## src/rtl/alu_sequencer.sv

```systemverilog
// Sequencer in front of the combinational decoder: latches switch operands,
// runs one op or a sweep of all 16 ops, and captures results for display.
module alu_sequencer #(
   parameter int unsigned DWELL = 4
) (
   input  logic        clk,
   input  logic        reset,
   input  logic        start,
   input  logic        auto,
   input  logic [3:0]  sw_a,
   input  logic [3:0]  sw_b,
   input  logic [3:0]  sw_op,
   input  logic        sw_counter_mode,
   output logic [3:0]  dec_a,
   output logic [3:0]  dec_b,
   output logic [3:0]  dec_op,
   output logic        dec_counter_mode,
   input  logic [11:0] dec_bcd,
   input  logic        dec_c_out,
   input  logic [3:0]  dec_four_bit,
   output logic [11:0] res_bcd,
   output logic        res_c_out,
   output logic [3:0]  res_four_bit,
   output logic [3:0]  res_op,
   output logic        res_valid,
   output logic        busy,
   output logic        done
);

   localparam int unsigned CNT_W = 32;
   localparam int unsigned OP_W  = 4;

   localparam logic [2:0] S_IDLE    = 3'd0;
   localparam logic [2:0] S_SETTLE  = 3'd1;
   localparam logic [2:0] S_CAPTURE = 3'd2;
   localparam logic [2:0] S_HOLD    = 3'd3;
   localparam logic [2:0] S_FINISH  = 3'd4;

   localparam logic [OP_W-1:0]  LAST_OP   = OP_W'(15);
   localparam logic [CNT_W-1:0] DWELL_LD  = CNT_W'(DWELL - 1);

   logic [2:0]       state, state_nxt;
   logic             mode, mode_nxt;
   logic [CNT_W-1:0] cnt, cnt_nxt;

   logic [3:0]  dec_a_nxt, dec_b_nxt, dec_op_nxt;
   logic        dec_counter_mode_nxt;
   logic [11:0] res_bcd_nxt;
   logic        res_c_out_nxt;
   logic [3:0]  res_four_bit_nxt;
   logic [3:0]  res_op_nxt;
   logic        res_valid_nxt;
   logic        busy_nxt;
   logic        done_nxt;

   // State and all registered outputs
   always_ff @(posedge clk) begin
      if (reset) begin
         state            <= S_IDLE;
         mode             <= 1'b0;
         cnt              <= '0;
         dec_a            <= '0;
         dec_b            <= '0;
         dec_op           <= '0;
         dec_counter_mode <= 1'b0;
         res_bcd          <= '0;
         res_c_out        <= 1'b0;
         res_four_bit     <= '0;
         res_op           <= '0;
         res_valid        <= 1'b0;
         busy             <= 1'b0;
         done             <= 1'b0;
      end else begin
         state            <= state_nxt;
         mode             <= mode_nxt;
         cnt              <= cnt_nxt;
         dec_a            <= dec_a_nxt;
         dec_b            <= dec_b_nxt;
         dec_op           <= dec_op_nxt;
         dec_counter_mode <= dec_counter_mode_nxt;
         res_bcd          <= res_bcd_nxt;
         res_c_out        <= res_c_out_nxt;
         res_four_bit     <= res_four_bit_nxt;
         res_op           <= res_op_nxt;
         res_valid        <= res_valid_nxt;
         busy             <= busy_nxt;
         done             <= done_nxt;
      end
   end

   // Next-state and next-register values
   always_comb begin
      state_nxt            = state;
      mode_nxt             = mode;
      cnt_nxt              = cnt;
      dec_a_nxt            = dec_a;
      dec_b_nxt            = dec_b;
      dec_op_nxt           = dec_op;
      dec_counter_mode_nxt = dec_counter_mode;
      res_bcd_nxt          = res_bcd;
      res_c_out_nxt        = res_c_out;
      res_four_bit_nxt     = res_four_bit;
      res_op_nxt           = res_op;
      res_valid_nxt        = res_valid;

      case (state)
         S_IDLE: begin
            if (start) begin
               dec_a_nxt            = sw_a;
               dec_b_nxt            = sw_b;
               dec_counter_mode_nxt = sw_counter_mode;
               mode_nxt             = auto;
               dec_op_nxt           = auto ? '0 : sw_op;
               res_valid_nxt        = 1'b0;
               state_nxt            = S_SETTLE;
            end
         end
         S_SETTLE: state_nxt = S_CAPTURE;
         S_CAPTURE: begin
            res_bcd_nxt      = dec_bcd;
            res_c_out_nxt    = dec_c_out;
            res_four_bit_nxt = dec_four_bit;
            res_op_nxt       = dec_op;
            res_valid_nxt    = 1'b1;
            // The sweep ends on op 15, so dec_op never wraps
            if (!mode || (dec_op == LAST_OP)) begin
               state_nxt = S_FINISH;
            end else begin
               cnt_nxt   = DWELL_LD;
               state_nxt = S_HOLD;
            end
         end
         S_HOLD: begin
            if (cnt != '0) begin
               cnt_nxt = cnt - CNT_W'(1);
            end else begin
               dec_op_nxt = dec_op + OP_W'(1);
               state_nxt  = S_SETTLE;
            end
         end
         S_FINISH: state_nxt = S_IDLE;
         default:  state_nxt = S_IDLE;
      endcase

      // Status flags track the state being entered so they align with it
      busy_nxt = (state_nxt != S_IDLE);
      done_nxt = (state_nxt == S_FINISH);
   end

endmodule

```

## config.mk

```make
export PLATFORM = sky130hd
export DESIGN_NAME = alu_sequencer
export DESIGN_NICKNAME = d
export VERILOG_FILES = /design/src/rtl/alu_sequencer.sv
export SDC_FILE = /design/constraint.sdc
export NUM_CORES = 1
export LEC_CHECK = 0
export CAP_MARGIN = 20
export CORE_MARGIN = 2
export CORE_UTILIZATION = 60
export CTS_BUF_LIST = sky130_fd_sc_hd__clkbuf_4 sky130_fd_sc_hd__clkbuf_8
export CTS_CLUSTER_SIZE = 14
export DETAILED_ROUTE_END_ITERATION = 8
export DONT_BUFFER_PORTS = 1
export GPL_TIMING_DRIVEN = 0
export HOLD_SLACK_MARGIN = 0.08
export PLACE_DENSITY = 0.76
export SLEW_MARGIN = 20
export SYNTH_ARGS = -nofsm -noshare
export SYNTH_HDL_FRONTEND = slang
export SYNTH_SLANG_ARGS = --single-unit
```

## constraint.sdc

```tcl
create_clock -name clk -period 6.4 [get_ports clk]
set_input_delay 0.32 -clock clk [delete_from_list [all_inputs] [get_ports clk]]
set_output_delay 0.32 -clock clk [all_outputs]
set_load 0.02 [all_outputs]
```

Word-level counts from Yosys, hierarchy flattened
Cells that the tools add are included.
Widths: inputs -> output; s select.
Storage, ports and cells
  register bits: 73
  bits of input ports: 34
  logic and storage cells: 50
Cells by class
  add/subtract/negate cells: 2
  eq/ne operators: 9
  mux-type cells: 13
  reductions and logical operators: 12
Operator list (count)
  $mux 32: 2
  $pmux 32 s2: 1
  $reduce_bool 32->1: 1
  $sub 32x1->32 const B: 1
  $mux 4: 3
  $pmux 3 s4: 1
  $mux 3: 3
  $ne 2x2->1 const B: 4
  $pmux 4 s2: 1
  $eq 3x2->1 const B: 2
  $reduce_and 3->1: 2
  $reduce_bool 2->1: 3
  $add 4x1->4 const B: 1
  $eq 4x4->1 const B: 1
  $reduce_and 2->1: 2
  $eq 3x1->1 const B: 1
  $eq 3x3->1 const B: 1
  $logic_not 3->1: 1
  $reduce_bool 3->1: 1
  $pmux 1 s2: 1
  $logic_not 1->1: 1
  $logic_or 1x1->1: 1
  $mux 1: 1

Logic depth before layout (Yosys ltp)
Gate-level depths: netlist of run 1.
  word-level depth: 5
  depth in mapped cells: 8
  mapped depth without buffers: 7

Least setup slack after synthesis of run 1
No wires, ideal clock.
  path kind: register to register
  from: register cnt[14]
  to: register cnt[29]
  data arrival time: 2.245 ns
  path slack: 4.085 ns
  stages on the path, launching flop included: 7
  period minus slack after synthesis: 2.315 ns
  cells stage by stage: dfxtp_1 > or4_4 > nand2b_4 > or4_1 > buf_2 > or4_1 > a21oi_1
Between the ends
  cells in the longest elaborated chain, start to end: 3
RTL lines
  start, declared: line 44  | logic [CNT_W-1:0] cnt, cnt_nxt;
  start signal, assigned: line 76  | cnt <= cnt_nxt;
  $sub 32x1->32 / $reduce_bool 32->1 (equally long branches): line 135, 134
  $mux 32 / $ne 2x2->1 (equally long branches)
  $pmux 32 s2 / $reduce_and 3->1 (equally long branches)
Several ways; a longest one is shown, not always the timed one. The select of a mux whose other input is x is not followed.
A chain may end at the register's enable or synchronous reset.

Final worst setup path of run 1
  from: register cnt[2]
  to: register cnt[6]
The elaborated chain is that of the path after synthesis.

==> results_dict.tcl, run 1 <==
set metrics [dict create \
    multi_input_area_um2 1695 \
    fin_crit_ns 3.138 \
    tightest_slew_ns 0.9679 \
    final_cell_mix "75 x nand2_1, 73 x dfxtp_1, 61 x a21oi_1" \
    finalSetupViolCount 0 \
    final_net_count 451 \
    period_share 0.4903 \
    drt-total-wl_um 7997 \
    critPathTopFamily "simple AND/OR/NAND/NOR gates" \
    clk_latency_ns 0.36 \
    cts_tree "done" \
    cap_violations 0 \
    grt_usage 0.2735 \
    ant_nets 0 \
    syn_area_um2 3289 \
    cp_max_fo 10 \
    routedWlPerCell_um 16.32 \
    htree_levels 3 \
    drt-pass1-iter-count 5 \
    rsz0062_at_grt "no" \
    num_vias 3113 \
    grt_pass1_wl_um 13340 \
    crit_path_top_delay_cell "nor4_1" \
    worstReg2RegStart "cnt[2]" \
    holdBufCountCts 0 \
    clk_pin_slew_ns 0.08 \
    worstSetupEndpointType "register" \
    slew-limit-headroom 0.3488 \
    synth-seq-area-share 0.4443 \
    peakVddDrop_v 0.0001844 \
    required_ns 6.68 \
    finalHoldViolCount 0 \
    crit_type "reg2reg" \
    drc 0 \
    drive_gt1_frac 0.07876 \
    grt_max_degree 14 \
    slew_viol_final 0 \
    syn_to_final_growth_pct 8.711 \
    cpPeakStageDelay_ns 0.85 \
    post_cts_buffers 0 \
    die-width_um 78.04 \
    syn_nets 440 \
    critPathBufInv 1 \
    layout_commonest_cell "nand2_1" \
    path_cells "nor4_1 -> nand4_1 -> nor4_1 -> clkbuf_1 -> o21ai_0 -> a21oi_1" \
    postSynthCellCount 403 \
    leakage_nw 1.225 \
    power.total_mw 1.012 \
    dp_hpwl_um 5575 \
    avgSynthCellArea_um2 8.162 \
    cpMostUsedCell "nor4_1" \
    grt_pass1_vias 2890 \
    ys_ff_latch 73 \
    cts_buffers 9 \
    cts-root-buf "clkbuf_8" \
    initial_core_util 0.6320 \
    outcome "finished, final reports clean" \
    ys_types 46 \
    ys_warn_count 0 \
    fillers 447 \
    vias_per_cell 6.353 \
    seq_area_um2 1461 \
    numClockSinks 73 \
    fin_worst_skew_ns 0.01086 \
    cp-start-kind "register" \
    fp.dieH_um 78.04 \
    grt_overflow 0 \
    initialDrtViolationCount 183 \
    maxClockFrequency_mhz 318.7 \
    rows 26 \
    utilization 0.6870 \
    gp_congestion 0.8578 \
    ios 71 \
    ctsResizeCount 0 \
    antenna_found_initial 0 \
    cts.path.max_buffers 2 \
    io_buffer_count 0 \
    arrival_ns 3.42 \
    core_area_um2 5205 \
    hold_slack_ns 0.08652 \
    tns_ns 0 \
    setup.worst_path.start "cnt[2]" \
    hp-start "auto" \
    p_per_area_nw_per_um2 283.0 \
    min-delay-path-class "in2reg" \
    die_area_um2 6090 \
]
-- per-stage QoR --
| stage | cell area [µm²] | std cells | setup slack, ns |
|---|---|---|---|
| final | 3576 | 490 | 3.262 |
| after global routing | 3573 | 489 | 2.973 |
| after CTS | 3573 | 489 | 3.362 |
| after detailed placement | 3377 | 473 | 3.366 |
| after global placement | 3377 | 473 | 3.381 |
| after floorplan | 3289 | 403 | 4.085 |
-- sequential cells by signal, indices dropped and copies added (netlist names), 3 cells and up --
| register | cells |
|---|---|
| dec_a | 4 |
| res_op | 4 |
| dec_b | 4 |
| res_four_bit | 4 |
| cnt | 32 |
| state | 3 |
| dec_op | 4 |
| res_bcd | 12 |
-- path summary, 6_finish.rpt --
path | to | slack [ns] | cells after the start
hold / removal | mode | 0.09 | 2
setup / recovery | cnt[6] | 3.26 | 6
hold reg to reg | cnt[24] | 0.48 | 2
setup reg to reg | cnt[6] | 3.26 | 6
-- where the power goes --
part	switching [mW]	total (mW)	internal (mW)
logic	0.0864	0.135	0.0486
registers	0.0340	0.508	0.474
clock network	0.183	0.369	0.186
total	0.304	1.01	0.708
-- routing by layer --
metal  global-route usage  up-vias  routed length [µm]
li1                     -     1523                   -
met1               0.3632     1447                3574
met2               0.4190      130                3624
met3              0.07241       13                 655
met4               0.1228        0                 142
met5                    0        -                   0
-- cell type report --
| type | count | share of cell area |
|---|---|---|
| clock buffer | 10 | 0.03674 |
| tap | 70 | 0.02449 |
| buffer | 24 | 0.02974 |
| multi-input combinational | 299 | 0.4741 |
| inverter | 7 | 0.007348 |
| antenna | 1 | 0.0006998 |
| clock inverter | 6 | 0.01819 |
| sequential | 73 | 0.4087 |
-- Yosys cell counts (all sizes together) --
library cell / number / share of area
and2: 1 / 0.0019
a31oi: 4 / 0.0076
nand3: 11 / 0.017
inv: 7 / 0.0080
o221ai: 1 / 0.0027
nor2: 7 / 0.0080
clkbuf: 21 / 0.027
a21o: 1 / 0.0023
nor4b: 2 / 0.0053
mux2i: 3 / 0.0091
nand2b: 5 / 0.012
o21ai: 15 / 0.023
dfxtp: 73 / 0.44
o31ai: 13 / 0.030
nand4: 6 / 0.011
or4b: 1 / 0.0030
o211ai: 3 / 0.0068
ha: 3 / 0.011
o21a: 1 / 0.0023
o31a: 1 / 0.0027
nand4b: 1 / 0.0027
nor4: 17 / 0.034
o211a: 1 / 0.0030
buf: 3 / 0.0053
a21oi: 61 / 0.093
a211oi: 4 / 0.0091
or4: 22 / 0.052
a31o: 1 / 0.0027
a221oi: 1 / 0.0027
nand2: 75 / 0.086
or2: 3 / 0.0057
a311oi: 2 / 0.0053
or3: 19 / 0.037
and3b: 2 / 0.0053
nor3: 8 / 0.012
nor2b: 1 / 0.0019
nor3b: 3 / 0.0068
-- cell families (layout without fill, tap and decap cells) --
| logic type | after synthesis | count (layout) | synth area share |
|---|---|---|---|
| muxes | 3 | 3 | 0.009129 |
| adders and majority gates | 3 | 3 | 0.01141 |
| and+or+nand+nor | 184 | 184 | 0.3024 |
| other | 0 | 1 | 0 |
| DFF | 73 | 73 | 0.4443 |
| buffers and inverters | 31 | 47 | 0.04032 |
| AOI/OAI and AO/OA | 109 | 109 | 0.1925 |
(Power assumes the default switching activity.)
==> inputs of run 2 (changes only) <==
- CORE_UTILIZATION: 60 -> 59
- PLACE_DENSITY: 0.76 -> 0.78
- clock period: 6.4 -> 2.6 ns (I/O delays scaled with it)
==> run 2 against run 1 <==
  * Sequential power grew 150%
  * Utilization rose by 4.9 points
  * Clock skew is 0.0016 ns lower
  * Worst hold slack improved by 0.030 ns
  * Design area up 12%
  * Combinational power rose to 2.9 times the previous value
  * Via count rose by 4.9%
  * Global-route usage is 2.8 points higher
  * Routed wire length rose by 10%
  * Critical path type unchanged
==> results_dict.tcl, run 2 (synthesis gave the netlist of run 1 again) <==
set metrics [dict create \
    p_per_area_nw_per_um2 683.3 \
    antenna_found_initial 0 \
    cp_max_fo 10 \
    path_cells "or4_1 -> or2_1 -> or4_1 -> buf_4 -> or4_1 -> a21oi_1" \
    comb_power_share 0.143 \
    ant_nets 0 \
    cts-root-buf "clkbuf_8" \
    maxClockFrequency_mhz 398.7 \
    num_vias 3266 \
    fin_worst_skew_ns 0.009218 \
    post_cts_buffers 0 \
    dpl_cell_area_um2 3379 \
    switchingPower_mw 0.7723 \
    largest_register_ffs 32 \
    seq_area_um2 1465 \
    post-place-ws_ns -0.4486 \
    die_area_um2 6188 \
    utilization 0.7357 \
    power.total_mw 2.734 \
    drive_gt1_frac 0.09577 \
    final_cell_mix "75 x nand2_1, 70 x dfxtp_1, 61 x a21oi_1" \
    critPathTopFamily "simple AND/OR/NAND/NOR gates" \
    drt-pass1-iter-count 5 \
    syn_to_final_growth_pct 21.64 \
    drt-total-wl_um 8835 \
    peakVddDrop_v 0.0004799 \
    initial_core_util 0.6048 \
    fin_area_um2 4001 \
    tightest_slew_ns 0.9745 \
    rsz0062_at_grt "yes" \
    multi_input_area_um2 1760 \
    largest-register "cnt" \
    grt_pass1_vias 3159 \
    p_seq_frac 0.459 \
    clk_pin_slew_ns 0.08 \
    cpMostUsedCell "or4_1" \
    core_area_um2 5439 \
    arrival_ns 2.80 \
    clkPwrFrac 0.398 \
    crit_type "reg2reg" \
    rrSetupSlack_ns 0.09 \
    finalHoldViolCount 0 \
    cts_buffers 9 \
    ios 71 \
    switching_share 0.2825 \
    slew_viol_final 0 \
    numClockSinks 73 \
    reg_top3 "cnt: 32 flops, res_bcd: 12 flops" \
    grt_overflow 0 \
    dp_hpwl_um 5428 \
    critPathBufInv 1 \
    gp_congestion 0.8889 \
    internal-power_mw 1.962 \
    grt_max_degree 14 \
    fillers 383 \
    grt_usage 0.3011 \
    drc 0 \
    htree_levels 3 \
    outcome "finished, final reports clean" \
    rows 27 \
    period_share 0.9648 \
    crit_path_top_delay_cell "or4_1" \
    required_ns 2.89 \
    placedCellCount 475 \
    initialDrtViolationCount 242 \
    worstSetupEndpointType "register" \
    min-delay-path-class "in2reg" \
    n_antenna_cell 0 \
    fin_cells 521 \
    routedWlPerCell_um 16.96 \
    io_buffer_count 0 \
    die-width_um 78.67 \
    cpPeakStageDelay_ns 0.60 \
    clk_latency_ns 0.36 \
    finalSetupViolCount 0 \
    grt_pass1_wl_um 14780 \
    cp-start-kind "register" \
    slew-limit-headroom 0.3473 \
    fin_crit_ns 2.508 \
    layout_commonest_cell "nand2_1" \
    finalWorstSetupSlack_ns 0.09160 \
    cap_violations 0 \
    leakage_nw 1.398 \
    vias_per_cell 6.269 \
    cts.path.max_buffers 2 \
    cts_tree "done" \
    final_net_count 482 \
    fp.dieH_um 78.67 \
]
==> run 2: worst min-delay path: stages <==
cell and delay (ns):
nor3b_1 0.03, a221oi_1 0.20, nor3_1 0.08
==> run 2: final cells by class <==
cell class              instances  share of cell area
well taps                      72             0.02251
plain buffers                  24             0.02752
multi-input cells             299              0.4400
repair buffers                 31             0.07755
flip-flops and latches         73              0.3662
clock inverters                 6             0.02877
clock buffers                   9             0.03096
inverters                       7            0.006567
==> run 2: layer usage <==
metal / wire (µm) / GRT usage / vias up
li1: - / - / 1575
met1: 3604 / 0.3739 / 1543
met2: 4471 / 0.4872 / 131
met3: 581 / 0.08046 / 17
met4: 177 / 0.1386 / 0
met5: 0 / 0 / -
==> run 2: power groups by stage <==
stage,Combinational (mW),Clock (mW),Sequential (mW)
detailed placement,0.323,0,1.28
global route,0.435,1.13,1.26
global placement,0.314,0,1.27
floorplan,0.256,0,1.26
CTS,0.373,1.09,1.25
finish,0.391,1.09,1.26
==> run 2: worst paths after layout <==
check	from	endpoint	cells past startpoint
worst max-delay path	cnt[7]	cnt[29]	6
worst min-delay path	auto	dec_op[1]	3
worst max register to register	cnt[7]	cnt[29]	6
worst min register to register	cnt[17]	cnt[17]	2
==> run 2: per-stage QoR <==
step / hold WS [ns] / setup TNS [ns]
after floorplan: 0.2660 / 0
after global placement: 0.2677 / -5.076
after detailed placement: 0.2729 / -5.397
after CTS: 0.1233 / 0
after global routing: 0.1741 / -0.01147
final: 0.1161 / 0
==> run 2: what timing repair did <==
item / 4_1_cts / 5_1_grt
gates resized for setup: 5 / 12
hold buffers: 31 / 0
hold endpoints to repair: 31 / 0
endpoints found under the setup margin: 16 / 34
pin swaps: 0 / 1
==> inputs of run 3 (changes only) <==
- CELL_PAD_IN_SITES_DETAIL_PLACEMENT: not set -> 0
- CELL_PAD_IN_SITES_GLOBAL_PLACEMENT: not set -> 1
- CORE_UTILIZATION: 59 -> 43
- CTS_CLUSTER_SIZE: 14 -> not set
- PLACE_DENSITY: 0.78 -> not set
- PLACE_DENSITY_LB_ADDON: not set -> 0.1
==> run 3 against run 2 <==
  * Critical path depth up 2
  * Clock power down 17%
  * Via count down 3.8%
  * Largest cell class unchanged
  * Clock-buffer cell count up 1
  * Critical path type unchanged
  * Sequential share of layout area up 0.067 points
==> results_dict.tcl, run 3 (synthesis gave the netlist of run 1 again) <==
set metrics [dict create \
    outcome "finished, final reports clean" \
    drc 0 \
    drive_gt1_frac 0.09354 \
    cap_violations 0 \
    gp_congestion 0.8345 \
    tightest_slew_ns 0.8497 \
    period_share 0.9654 \
    cp_max_fo 10 \
    grt_max_degree 14 \
    rows 31 \
    arrival_ns 2.79 \
    crit_type "reg2reg" \
    dpl_cell_area_um2 3413 \
    initial_core_util 0.4487 \
    io_buffer_count 0 \
    final_cell_mix "75 x nand2_1, 73 x dfxtp_1, 61 x a21oi_1" \
    die_area_um2 8366 \
    drt-total-wl_um 8703 \
    clk_latency_ns 0.36 \
    grt_overflow 0 \
    antenna_found_initial 0 \
    fin_crit_ns 2.510 \
    ios 71 \
    worstSetupEndpointType "register" \
    largest-register "cnt" \
    htree_levels 3 \
    initialDrtViolationCount 135 \
    peakVddDrop_v 0.0002960 \
    cts_tree "done" \
    leakage_nw 1.379 \
    vias_per_cell 5.732 \
    reg_top3 "cnt: 32 flops, res_bcd: 12 flops" \
    rsz0062_at_grt "yes" \
    fillers 705 \
    finalSetupViolCount 0 \
    post_cts_buffers 0 \
    final_net_count 481 \
    hold_slack_ns 0.08689 \
    slew_viol_final 0 \
    slew-limit-headroom 0.4256 \
    core_area_um2 7331 \
    layout_commonest_cell "nand2_1" \
    p_per_area_nw_per_um2 638.1 \
    syn_to_final_growth_pct 21.11 \
    cts-root-buf "clkbuf_8" \
    ant_nets 0 \
    clk_pin_slew_ns 0.07 \
    die-width_um 91.47 \
    fp.dieH_um 91.47 \
    largest_register_ffs 32 \
    min-delay-path-class "in2reg" \
    grt_pass1_wl_um 14680 \
    fin_area_um2 3984 \
    drt-pass1-iter-count 4 \
    routedWlPerCell_um 15.88 \
    grt_pass1_vias 2905 \
    required_ns 2.88 \
    num_vias 3141 \
    numClockSinks 73 \
    fin_worst_skew_ns 0.006611 \
    finalHoldViolCount 0 \
    cts.path.max_buffers 2 \
    cts_buffers 9 \
    n_antenna_cell 0 \
    cp-start-kind "register" \
    dp_hpwl_um 5932 \
    grt_usage 0.2186 \
    maxClockFrequency_mhz 398.4 \
]
-- run 3: cell count changes in the layout (fill, tap and decap cells not counted), moves of 2 or more --
cell / change
clkinv_4: +3
inv_6: -2
dfxtp_1: +3
dfxtp_2: -3
bufinv_16: -2
-- run 3: path summary, 6_finish.rpt --
check / from / endpoint / slack (ns) / cells after the start
worst max-delay path: dec_op[0] / cnt[30] / 0.09 / 8
worst min-delay path: sw_op[3] / dec_op[3] / 0.09 / 4
worst max register to register: dec_op[0] / cnt[30] / 0.09 / 8
worst min register to register: cnt[17] / cnt[17] / 0.48 / 2
-- run 3: what timing repair did --
action | CTS | global route
pin swaps | 0 | 0
gates cloned | 0 | 0
gates resized for setup | 6 | 7
hold buffers | 30 | 0
hold endpoints to repair | 31 | 0
endpoints found under the setup margin | 22 | 32
-- run 3: area by class of cell --
type                    instances  area [µm²]  area share
repair buffers                 30       300.3     0.07538
plain buffers                  24       108.9     0.02732
flip-flops and latches         73        1461      0.3668
clock buffers                  10       131.4     0.03298
well taps                      99       123.9     0.03109
inverters                       7       26.28    0.006595
multi-input cells             299        1763      0.4425
clock inverters                 6       68.82     0.01727
-- run 3: where the power goes --
part | internal [mW] | switching (mW) | total (mW)
registers | 1.17 | 0.0871 | 1.25
logic | 0.156 | 0.231 | 0.386
clock network | 0.457 | 0.445 | 0.902
total | 1.78 | 0.763 | 2.54
-- run 3: worst max-delay path, stage by stage, from the launching register on --
cell and delay, ns:
dfxtp_1 0.44, ha_1 0.30, nand3_2 0.17, o211ai_1 0.14, clkbuf_2 0.22, or3_1 0.43
buf_2 0.19, or4_1 0.41, a21oi_1 0.14
-- run 3: per-stage QoR --
step | instances | power, mW | setup WS (ns) | setup TNS [ns] | utilization
2_1_floorplan | 403 | 1.518 | 0.2853 | 0 | -
3_3_place_gp | 502 | 1.601 | -0.5591 | -7.504 | 0.4656
3_5_place_dp | 502 | 1.609 | -0.5122 | -6.921 | 0.4656
4_1_cts | 548 | 2.558 | 0.02316 | 0 | 0.5385
5_1_grt | 548 | 2.680 | -0.2140 | -2.373 | 0.5434
6_report | 548 | 2.542 | 0.08985 | 0 | 0.5434
-- run 3: per-layer routing --
layer  vias to the layer above  track usage  part of all wire
met3                        17      0.05560             0.050
met1                      1466       0.3098              0.49
met2                        81       0.3162              0.44
met4                         0      0.08586             0.022
met5                         -            0                 0
li1                       1577            -                 -
